==> src/rtl/rst_seq_pkg.sv <==
// Shared types for the reset sequencer: FSM state enum and its width.
// RST_SEQ_REVERSE_ASSERT_EN adds the SW_ASSERT state and widens state to 3 bits.
package rst_seq_pkg;

`ifdef RST_SEQ_REVERSE_ASSERT_EN
  localparam int STATE_W = 3;
`else
  localparam int STATE_W = 2;
`endif

  typedef enum logic [STATE_W-1:0] {
    ST_ASSERT  = STATE_W'(0),
    ST_RELEASE = STATE_W'(1),
    ST_DONE    = STATE_W'(2),
    ST_SW_HOLD = STATE_W'(3)
`ifdef RST_SEQ_REVERSE_ASSERT_EN
    , ST_SW_ASSERT = STATE_W'(4)
`endif
  } rst_seq_state_e;

  function automatic int cnt_width(int a, int b);
    return $clog2(((a > b) ? a : b) + 1);
  endfunction

endpackage

==> src/rtl/rst_sync.sv <==
// Async-assert / sync-release reset synchronizer, SYNC_STAGES flops deep.
module rst_sync #(
  parameter int SYNC_STAGES = 2
) (
  input  logic clk_i,
  input  logic arst_ni,
  output logic rst_sync_no
);

  logic [SYNC_STAGES-1:0] sync_q;

  always_ff @(posedge clk_i or negedge arst_ni) begin
    if (!arst_ni) sync_q <= '0;
    else          sync_q <= {sync_q[SYNC_STAGES-2:0], 1'b1};
  end

  assign rst_sync_no = sync_q[SYNC_STAGES-1];

endmodule

==> src/rtl/rst_seq_ctrl.sv <==
// Ordered domain-reset sequencer with four-phase software reset handshake.
// Build option: RST_SEQ_REVERSE_ASSERT_EN asserts outputs in reverse order on a software reset.
module rst_seq_ctrl
  import rst_seq_pkg::*;
#(
  parameter int NUM_OUT     = 4,
  parameter int SYNC_STAGES = 2,
  parameter int STEP_DLY    = 16,
  parameter int HOLD_CYC    = 8
) (
  input  logic               clk,
  input  logic               reset_n,
  input  logic               sw_rst_req,
  output logic               sw_rst_ack,
  output logic [NUM_OUT-1:0] rst_n_out,
  output logic               seq_done,
  output logic [STATE_W-1:0] state
);

  localparam int CNT_MAX = (STEP_DLY > HOLD_CYC) ? STEP_DLY : HOLD_CYC;
  localparam int CNT_W   = cnt_width(STEP_DLY, HOLD_CYC);
  localparam int IDX_W   = (NUM_OUT > 1) ? $clog2(NUM_OUT) : 1;

  localparam logic [CNT_W-1:0] STEP_TC   = CNT_W'(STEP_DLY - 1);
  localparam logic [CNT_W-1:0] HOLD_TC   = CNT_W'(HOLD_CYC - 1);
  localparam logic [CNT_W-1:0] HOLD_FULL = CNT_W'(HOLD_CYC);
  localparam logic [CNT_W-1:0] CNT_SAT   = CNT_W'(CNT_MAX);
  localparam logic [IDX_W-1:0] LAST_IDX  = IDX_W'(NUM_OUT - 1);

  rst_seq_state_e     state_q, state_d;
  logic [CNT_W-1:0]   cnt_q, cnt_d, cnt_inc;
  logic [IDX_W-1:0]   idx_q, idx_d;
  logic [NUM_OUT-1:0] rst_q, rst_d;
  logic               ack_q, ack_d;
  logic               rst_sync_n;

  rst_sync #(.SYNC_STAGES(SYNC_STAGES)) u_sync (
    .clk_i       (clk),
    .arst_ni     (reset_n),
    .rst_sync_no (rst_sync_n)
  );

  always_ff @(posedge clk or negedge reset_n) begin
    if (!reset_n) begin
      state_q <= ST_ASSERT;
      cnt_q   <= '0;
      idx_q   <= '0;
      rst_q   <= '0;
      ack_q   <= 1'b0;
    end else begin
      state_q <= state_d;
      cnt_q   <= cnt_d;
      idx_q   <= idx_d;
      rst_q   <= rst_d;
      ack_q   <= ack_d;
    end
  end

  always_comb begin
    state_d = state_q;
    cnt_d   = cnt_q;
    idx_d   = idx_q;
    rst_d   = rst_q;
    ack_d   = ack_q;
    cnt_inc = (cnt_q == CNT_SAT) ? cnt_q : cnt_q + CNT_W'(1);
    case (state_q)
      // The ASSERT exit edge counts as the first step cycle, so output i
      // lands at SYNC_STAGES + (i+1)*STEP_DLY edges after reset release.
      ST_ASSERT, ST_RELEASE: begin
        if (state_q == ST_RELEASE || rst_sync_n) begin
          state_d = ST_RELEASE;
          if (cnt_q == STEP_TC) begin
            rst_d[idx_q] = 1'b1;
            cnt_d        = '0;
            if (idx_q == LAST_IDX) state_d = ST_DONE;
            else                   idx_d   = idx_q + IDX_W'(1);
          end else begin
            cnt_d = cnt_inc;
          end
        end
      end
      ST_DONE: begin
        if (sw_rst_req) begin
          cnt_d = '0;
`ifdef RST_SEQ_REVERSE_ASSERT_EN
          rst_d[NUM_OUT-1] = 1'b0;
          idx_d            = LAST_IDX;
          state_d          = (NUM_OUT == 1) ? ST_SW_HOLD : ST_SW_ASSERT;
`else
          rst_d   = '0;
          state_d = ST_SW_HOLD;
`endif
        end
      end
`ifdef RST_SEQ_REVERSE_ASSERT_EN
      ST_SW_ASSERT: begin
        if (cnt_q == STEP_TC) begin
          rst_d[idx_q - IDX_W'(1)] = 1'b0;
          idx_d = idx_q - IDX_W'(1);
          cnt_d = '0;
          if (idx_q == IDX_W'(1)) state_d = ST_SW_HOLD;
        end else begin
          cnt_d = cnt_inc;
        end
      end
`endif
      ST_SW_HOLD: begin
        // Hold always runs to completion; ack only if the request survives it.
        if (cnt_q != HOLD_FULL) begin
          cnt_d = cnt_inc;
          if (cnt_q == HOLD_TC) begin
            if (sw_rst_req) begin
              ack_d = 1'b1;
            end else begin
              state_d = ST_RELEASE;
              cnt_d   = '0;
              idx_d   = '0;
            end
          end
        end else if (!sw_rst_req) begin
          ack_d   = 1'b0;
          cnt_d   = '0;
          idx_d   = '0;
          state_d = ST_RELEASE;
        end
      end
      default: state_d = ST_ASSERT;
    endcase
  end

  always_comb begin
    rst_n_out  = rst_q;
    sw_rst_ack = ack_q;
    seq_done   = (state_q == ST_DONE);
    state      = state_q;
  end

endmodule

==> config.mk <==
export PLATFORM = sky130hd
export DESIGN_NAME = rst_seq_ctrl
export DESIGN_NICKNAME = d
export VERILOG_FILES = /design/src/rtl/rst_seq_pkg.sv /design/src/rtl/rst_sync.sv /design/src/rtl/rst_seq_ctrl.sv
export SDC_FILE = /design/constraint.sdc
export NUM_CORES = 1
export LEC_CHECK = 0
export CAP_MARGIN = 0
export CORE_UTILIZATION = 54
export CTS_BUF_LIST = sky130_fd_sc_hd__clkbuf_8 sky130_fd_sc_hd__clkbuf_16
export DETAILED_ROUTE_END_ITERATION = 16
export PLACE_DENSITY = 0.86
export SYNTH_ARGS = -nofsm -noshare
export SYNTH_HDL_FRONTEND = slang
export SYNTH_SLANG_ARGS = --single-unit
==> constraint.sdc <==
create_clock -name clk -period 2.3 [get_ports clk]
set_clock_uncertainty 0.15 [all_clocks]
set_input_delay 0.23 -clock clk [delete_from_list [all_inputs] [get_ports clk]]
set_output_delay 0.23 -clock clk [all_outputs]
set_load 0.01 [all_outputs]
==> impl_metrics.json, run 1 <==
{
  "cts_sinks": 16,
  "synth_edf_count": 0,
  "vdd_drop_max_mv": 0.6211,
  "num-fill-cells": 139,
  "worstHoldPathType": "register to register",
  "drtPass1Iterations": 4,
  "grt_pass1_wl_um": 3084,
  "timing.rr.start": "cnt_q[0]",
  "wire_per_inst_um": 14.46,
  "synth_cells": 96,
  "p_int_mw": 0.7435,
  "p_per_area_nw_per_um2": 1034,
  "cts_root_buf": "clkbuf_8",
  "relSlewSlack_pct": 54.05,
  "antenna_found_initial": 0,
  "rr_endpoint": "cnt_q[2]",
  "clk_latency_ns": 0.25,
  "ys_seq_area_share_pct": 40.66,
  "via_per_inst": 5.729,
  "ys_warn_count": 0,
  "ys.flop_type": "dfrtp_1",
  "coreArea_um2": 1727,
  "min_to": "u_sync.sync_q[1]",
  "setup_viol": 0,
  "p_sw_share_pct": 37.75,
  "cts_tree": "built",
  "port-buffer-count": 10,
  "post-route-period-util_pct": 91.62,
  "die_x_um": 44.70,
  "dieArea_um2": 1998,
  "fmax_mhz": 474.5,
  "final_common_cell": "dfrtp_1",
  "area_growth_pct": 17.28,
  "finalHoldViolCount": 0,
  "nNetsFinal": 119,
  "path_cells": "ha_1 -> and3_2 -> ha_1 -> nor2_1 -> nor2_2 -> o311ai_1",
  "start_util_pct": 57.03,
  "clockBufferDepth": 2,
  "rsz0062_at_grt": "false",
  "cts_hold_buf": 0,
  "drcViolationCount": 0,
  "slew_viol_final": 0,
  "first_iter_violations": 32,
  "ys_async_sr_fraction_pct": 100.0,
  "post_cts_resized": 0,
  "ios": 11,
  "gp_congestion": 0.9038,
  "synth_area_um2": 984.7,
  "track_usage_pct": 21.54,
  "num_antenna_cells": 0,
  "multi_input_comb_area_um2": 541.8,
  "grt_max_degree": 17,
  "worstSetupStartpointType": "register",
  "syn_area_per_cell_um2": 10.26,
  "pwr-share-seq_pct": 39.5,
  "syn-num-nets": 106,
  "status": "finished clean",
  "route.vias.total": 762,
  "numCtsBuffers": 3,
  "grt_pass1_vias": 715,
  "ant_nets": 0,
  "power_frac_comb_pct": 40.0,
  "ys_types": 38,
  "cp-end-kind": "register",
  "worst_slew_pin_slew_ns": 0.6870,
  "path_max_fanout": 5,
  "crit_type": "register to register",
  "dp_hpwl_um": 1349,
  "max_cap_violations": 0,
  "worstPathArrival_ns": 2.09,
  "clkPwrFrac_pct": 20.5,
  "post_cts_buffers": 0,
  "period_minus_slack_ns": 2.107,
  "r2r_slack_ns": 0.19,
  "total_power_mw": 1.194,
  "hold_depth": 0,
  "drive_gt1_share_pct": 13.89,
  "clkTransAtPathRegs_ns": 0.06,
  "die_height_um": 44.70,
  "critPathSlowestCell": "dfrtp_1",
  "leakage_nw": 0.5153,
  "ys_seq_elements": 16,
  "cpMostUsedCell": "ha_1",
  "p_switching_mw": 0.4508,
  "rows": 15,
  "slowest_delay_ns": 0.42,
  "hold_path.startpoint": "u_sync.sync_q[0]",
  "gr-total-overflow": 0,
  "r2r_cells": 6,
  "worstPathRequired_ns": 2.28,
  "routed_wirelength_um": 1923,
  "setup_tns_ns": 0,
  "regArea_um2": 400.4,
  "cts_max_level": 1,
  "final_cell_mix": "dfrtp_1, nor2_1, clkdlybuf4s50_1"
}
==> synthesized netlist by cell type (all sizes together), types with 2 or more instances <==
| cell | number | area share, % |
|---|---|---|
| nor3 | 2 | 1.0 |
| and2 | 3 | 1.9 |
| nand2 | 9 | 3.4 |
| a22o | 2 | 1.8 |
| nor3b | 2 | 2.5 |
| o211ai | 4 | 3.0 |
| ha | 7 | 8.9 |
| and3 | 2 | 1.4 |
| inv | 7 | 2.7 |
| o311a | 2 | 3.2 |
| a21oi | 5 | 2.5 |
| o21ai | 2 | 1.0 |
| dfrtp | 16 | 41 |
| nor2 | 12 | 4.8 |
| nand3b | 2 | 2.8 |
| buf | 2 | 1.7 |
| and4bb | 2 | 2.9 |
| a211oi | 2 | 2.8 |
==> power by group through the flow <==
stage	sequential, mW	combinational, mW	clock (mW)
3_5_place_dp	0.473	0.471	0
2_1_floorplan	0.441	0.367	0
6_report	0.472	0.478	0.245
3_3_place_gp	0.466	0.455	0
4_1_cts	0.470	0.478	0.249
5_1_grt	0.486	0.528	0.264
==> per-layer routing <==
layer  share of wire, %  track usage, %  vias up
met1                 47           29.05      370
met2                 47           32.94       23
met5                  0               0        -
met3                4.5           4.000        2
met4               0.62           11.52        0
li1                   -               -      367
==> through the flow <==
stage / utilization [%] / setup slack (ns) / hold slack (ns) / cells / cell area (um^2)
detailed placement: 63.70 / 0.2433 / 0.1873 / 129 / 1100
finish: 66.88 / 0.1927 / 0.1993 / 133 / 1155
CTS: 66.88 / 0.2074 / 0.2013 / 133 / 1155
floorplan: - / 0.4529 / -0.2156 / 96 / 984.7
global route: 66.88 / 0.1193 / 0.2050 / 133 / 1155
global placement: 63.70 / 0.3787 / 0.1830 / 129 / 1100
==> how the worst max path moves through the flow <==
stage	start	to	slack, ns	depth (start not counted)
5_1_grt	cnt_q[0]	cnt_q[2]	0.12	6
4_1_cts	cnt_q[0]	cnt_q[2]	0.21	6
2_1_floorplan	cnt_q[0]	cnt_q[2]	0.45	6
3_3_place_gp	cnt_q[0]	cnt_q[2]	0.38	6
6_report	cnt_q[0]	cnt_q[2]	0.19	6
3_5_place_dp	cnt_q[0]	cnt_q[2]	0.24	6
==> state kept, by name, indices dropped and copies added (netlist names) <==
name,cells
rst_n_out,4
sw_rst_ack,1
state,2
cnt_q,5
u_sync.sync_q,2
idx_q,2
==> layout make-up <==
type / instances / area share, %
multi-input cells: 71 / 46.91
flip-flops and latches: 16 / 34.67
repair buffers: 10 / 8.667
clock buffers: 4 / 4.767
well taps: 25 / 2.709
inverters: 7 / 2.275
==> cells by family (layout without fill, tap and decap cells) <==
group | count (synthesis) | after routing | share of synthesized area [%]
XOR/XNOR | 1 | 1 | 0.8896
flip-flops | 16 | 16 | 40.66
buffers and inverters | 9 | 21 | 4.320
other | 1 | 1 | 0.3808
adder cells (fa/ha/maj) | 7 | 7 | 8.894
AND/OR/NAND/NOR | 39 | 39 | 25.29
AO/OA/AOI/OAI | 23 | 23 | 19.57
==> critical path: cells and delay by family, from the launching register on <==
family	cells	cell delay, ns
AO/OA/AOI/OAI	1	0.28
flip-flops	1	0.42
adder cells (fa/ha/maj)	2	0.49
AND/OR/NAND/NOR	3	0.67
(Power assumes the default switching activity.)
==> inputs of run 2 (changes only) <==
--- a/config.mk
+++ b/config.mk
@@ -6,10 +6,11 @@
 export NUM_CORES = 1
 export LEC_CHECK = 0
 export CAP_MARGIN = 0
-export CORE_UTILIZATION = 54
+export CORE_ASPECT_RATIO = 0.6
+export CORE_UTILIZATION = 32
 export CTS_BUF_LIST = sky130_fd_sc_hd__clkbuf_8 sky130_fd_sc_hd__clkbuf_16
 export DETAILED_ROUTE_END_ITERATION = 16
-export PLACE_DENSITY = 0.86
+export PLACE_DENSITY = 0.59
 export SYNTH_ARGS = -nofsm -noshare
 export SYNTH_HDL_FRONTEND = slang
 export SYNTH_SLANG_ARGS = --single-unit
==> run 2 against run 1 <==
Compared with the run above: die area rose by 66%; global-route usage fell by 7.4 points; final area rose by 1.8%; hold slack got worse by 0.0026 ns; routed wire length rose by 6.0%; critical endpoint unchanged; largest cell class unchanged.
==> impl_metrics.json, run 2 (same netlist as run 1, synthesis figures left out) <==
{
  "status": "finished clean",
  "wire_per_inst_um": 13.59,
  "nNetsFinal": 119,
  "leakage_nw": 0.5153,
  "track_usage_pct": 14.12,
  "ant_nets": 0,
  "timing.rr.start": "cnt_q[0]",
  "vdd_drop_max_mv": 0.2761,
  "cts_root_buf": "clkbuf_8",
  "numCtsBuffers": 3,
  "slew_viol_final": 0,
  "dieArea_um2": 3310,
  "p_switching_mw": 0.4488,
  "path_max_fanout": 5,
  "coreArea_um2": 2890,
  "cts_tree": "built",
  "largest_register_ffs": 5,
  "clkPwrFrac_pct": 20.9,
  "drcViolationCount": 0,
  "gp_congestion": 0.8001,
  "crit_type": "register to register",
  "gr-total-overflow": 0,
  "final_cell_mix": "dfrtp_1, nor2_1, clkdlybuf4s50_1",
  "worstPathRequired_ns": 2.30,
  "p_per_area_nw_per_um2": 1014,
  "ios": 11,
  "worstPathArrival_ns": 2.05,
  "grt_use_met2_pct": 20.18,
  "port-buffer-count": 10,
  "p_int_mw": 0.7437,
  "die_height_um": 44.97,
  "max_cap_violations": 0,
  "worst_slew_pin_slew_ns": 0.7688,
  "dp_slack_ns": 0.2747,
  "worstHoldPathType": "register to register",
  "worstSetupStartpointType": "register",
  "drive_gt1_share_pct": 13.89,
  "die_x_um": 73.62,
  "cp-end-kind": "register",
  "grt_pass1_vias": 723,
  "power_frac_comb_pct": 39.5,
  "pwr-share-seq_pct": 39.6,
  "r2r_slack_ns": 0.25,
  "post_cts_resized": 0,
  "cts_sinks": 16,
  "p_sw_share_pct": 37.64,
  "clockBufferDepth": 2,
  "grt_pass1_wl_um": 3408,
  "final_area_um2": 1176,
  "crit_start": "cnt_q[0]",
  "drtPass1Iterations": 4,
  "setup_tns_ns": 0,
  "hold_path.startpoint": "u_sync.sync_q[0]",
  "grt_use_met1_pct": 20.92,
  "num_antenna_cells": 0,
  "rsz0062_at_grt": "false",
  "setup_viol": 0,
  "cts_max_level": 1,
  "rows": 15,
  "antenna_found_initial": 0,
  "route.vias.total": 759,
  "grt_max_degree": 17,
  "setup_slack_ns": 0.2534,
  "finalHoldViolCount": 0,
  "holdWs_ns": 0.1967,
  "dp_hpwl_um": 1575,
  "num-fill-cells": 281,
  "first_iter_violations": 49,
  "start_util_pct": 34.07,
  "fmax_mhz": 488.6,
  "final_common_cell": "dfrtp_1",
  "cts_hold_buf": 0,
  "routed_wirelength_um": 2039,
  "dpl_cell_area_um2": 1121,
  "via_per_inst": 5.060,
  "post_cts_buffers": 0,
  "use_met3_pct": 3.348,
  "post-route-period-util_pct": 88.98,
  "relSlewSlack_pct": 48.58,
  "clkTransAtPathRegs_ns": 0.07,
  "clk_latency_ns": 0.25,
  "largest_register": "cnt_q",
  "area_growth_pct": 19.44,
  "busiest_layer": "met1",
  "period_minus_slack_ns": 2.047
}
-- run 2: critical path: stages (launching register included) --
cell and delay (ns):
dfrtp_1 0.42, ha_1 0.29, and3_2 0.24, ha_1 0.22
nor2_1 0.29, nor2_2 0.10, o311ai_1 0.24
-- run 2: per-layer routing --
metal	wire (um)	up-vias
met3	81	4
met4	29	0
met1	1073	374
li1	-	363
met2	855	18
met5	0	-
-- run 2: final cells by class --
cell class | instances | area [um^2] | share of cell area (%)
well taps | 42 | 52.55 | 4.468
repair buffers | 10 | 100.1 | 8.511
multi-input cells | 71 | 541.8 | 46.06
flip-flops and latches | 16 | 400.4 | 34.04
clock buffers | 4 | 55.05 | 4.681
inverters | 7 | 26.28 | 2.234
-- run 2: power groups by stage --
stage,Combinational (mW),Sequential (mW),Clock (mW)
after detailed placement,0.470,0.477,0
after floorplan,0.367,0.441,0
final,0.471,0.473,0.249
after CTS,0.473,0.473,0.259
after global routing,0.520,0.489,0.271
after global placement,0.467,0.470,0
-- run 2: stage by stage --
step / std cells / util (%) / power, mW
2_1_floorplan: 96 / - / 0.8074
3_3_place_gp: 146 / 38.79 / 0.9373
3_5_place_dp: 146 / 38.79 / 0.9468
4_1_cts: 150 / 40.69 / 1.205
5_1_grt: 150 / 40.69 / 1.281
6_report: 150 / 40.69 / 1.193
-- run 2: path summary, 6_finish.rpt --
| check | endpoint | depth (start not counted) |
|---|---|---|
| worst max-delay path | cnt_q[2] | 6 |
| worst min register to register | u_sync.sync_q[1] | 0 |
| max in group asynchronous | idx_q[0] | 1 |
| worst min-delay path | u_sync.sync_q[1] | 0 |
| min in group asynchronous | cnt_q[4] | 1 |
| worst max register to register | cnt_q[2] | 6 |
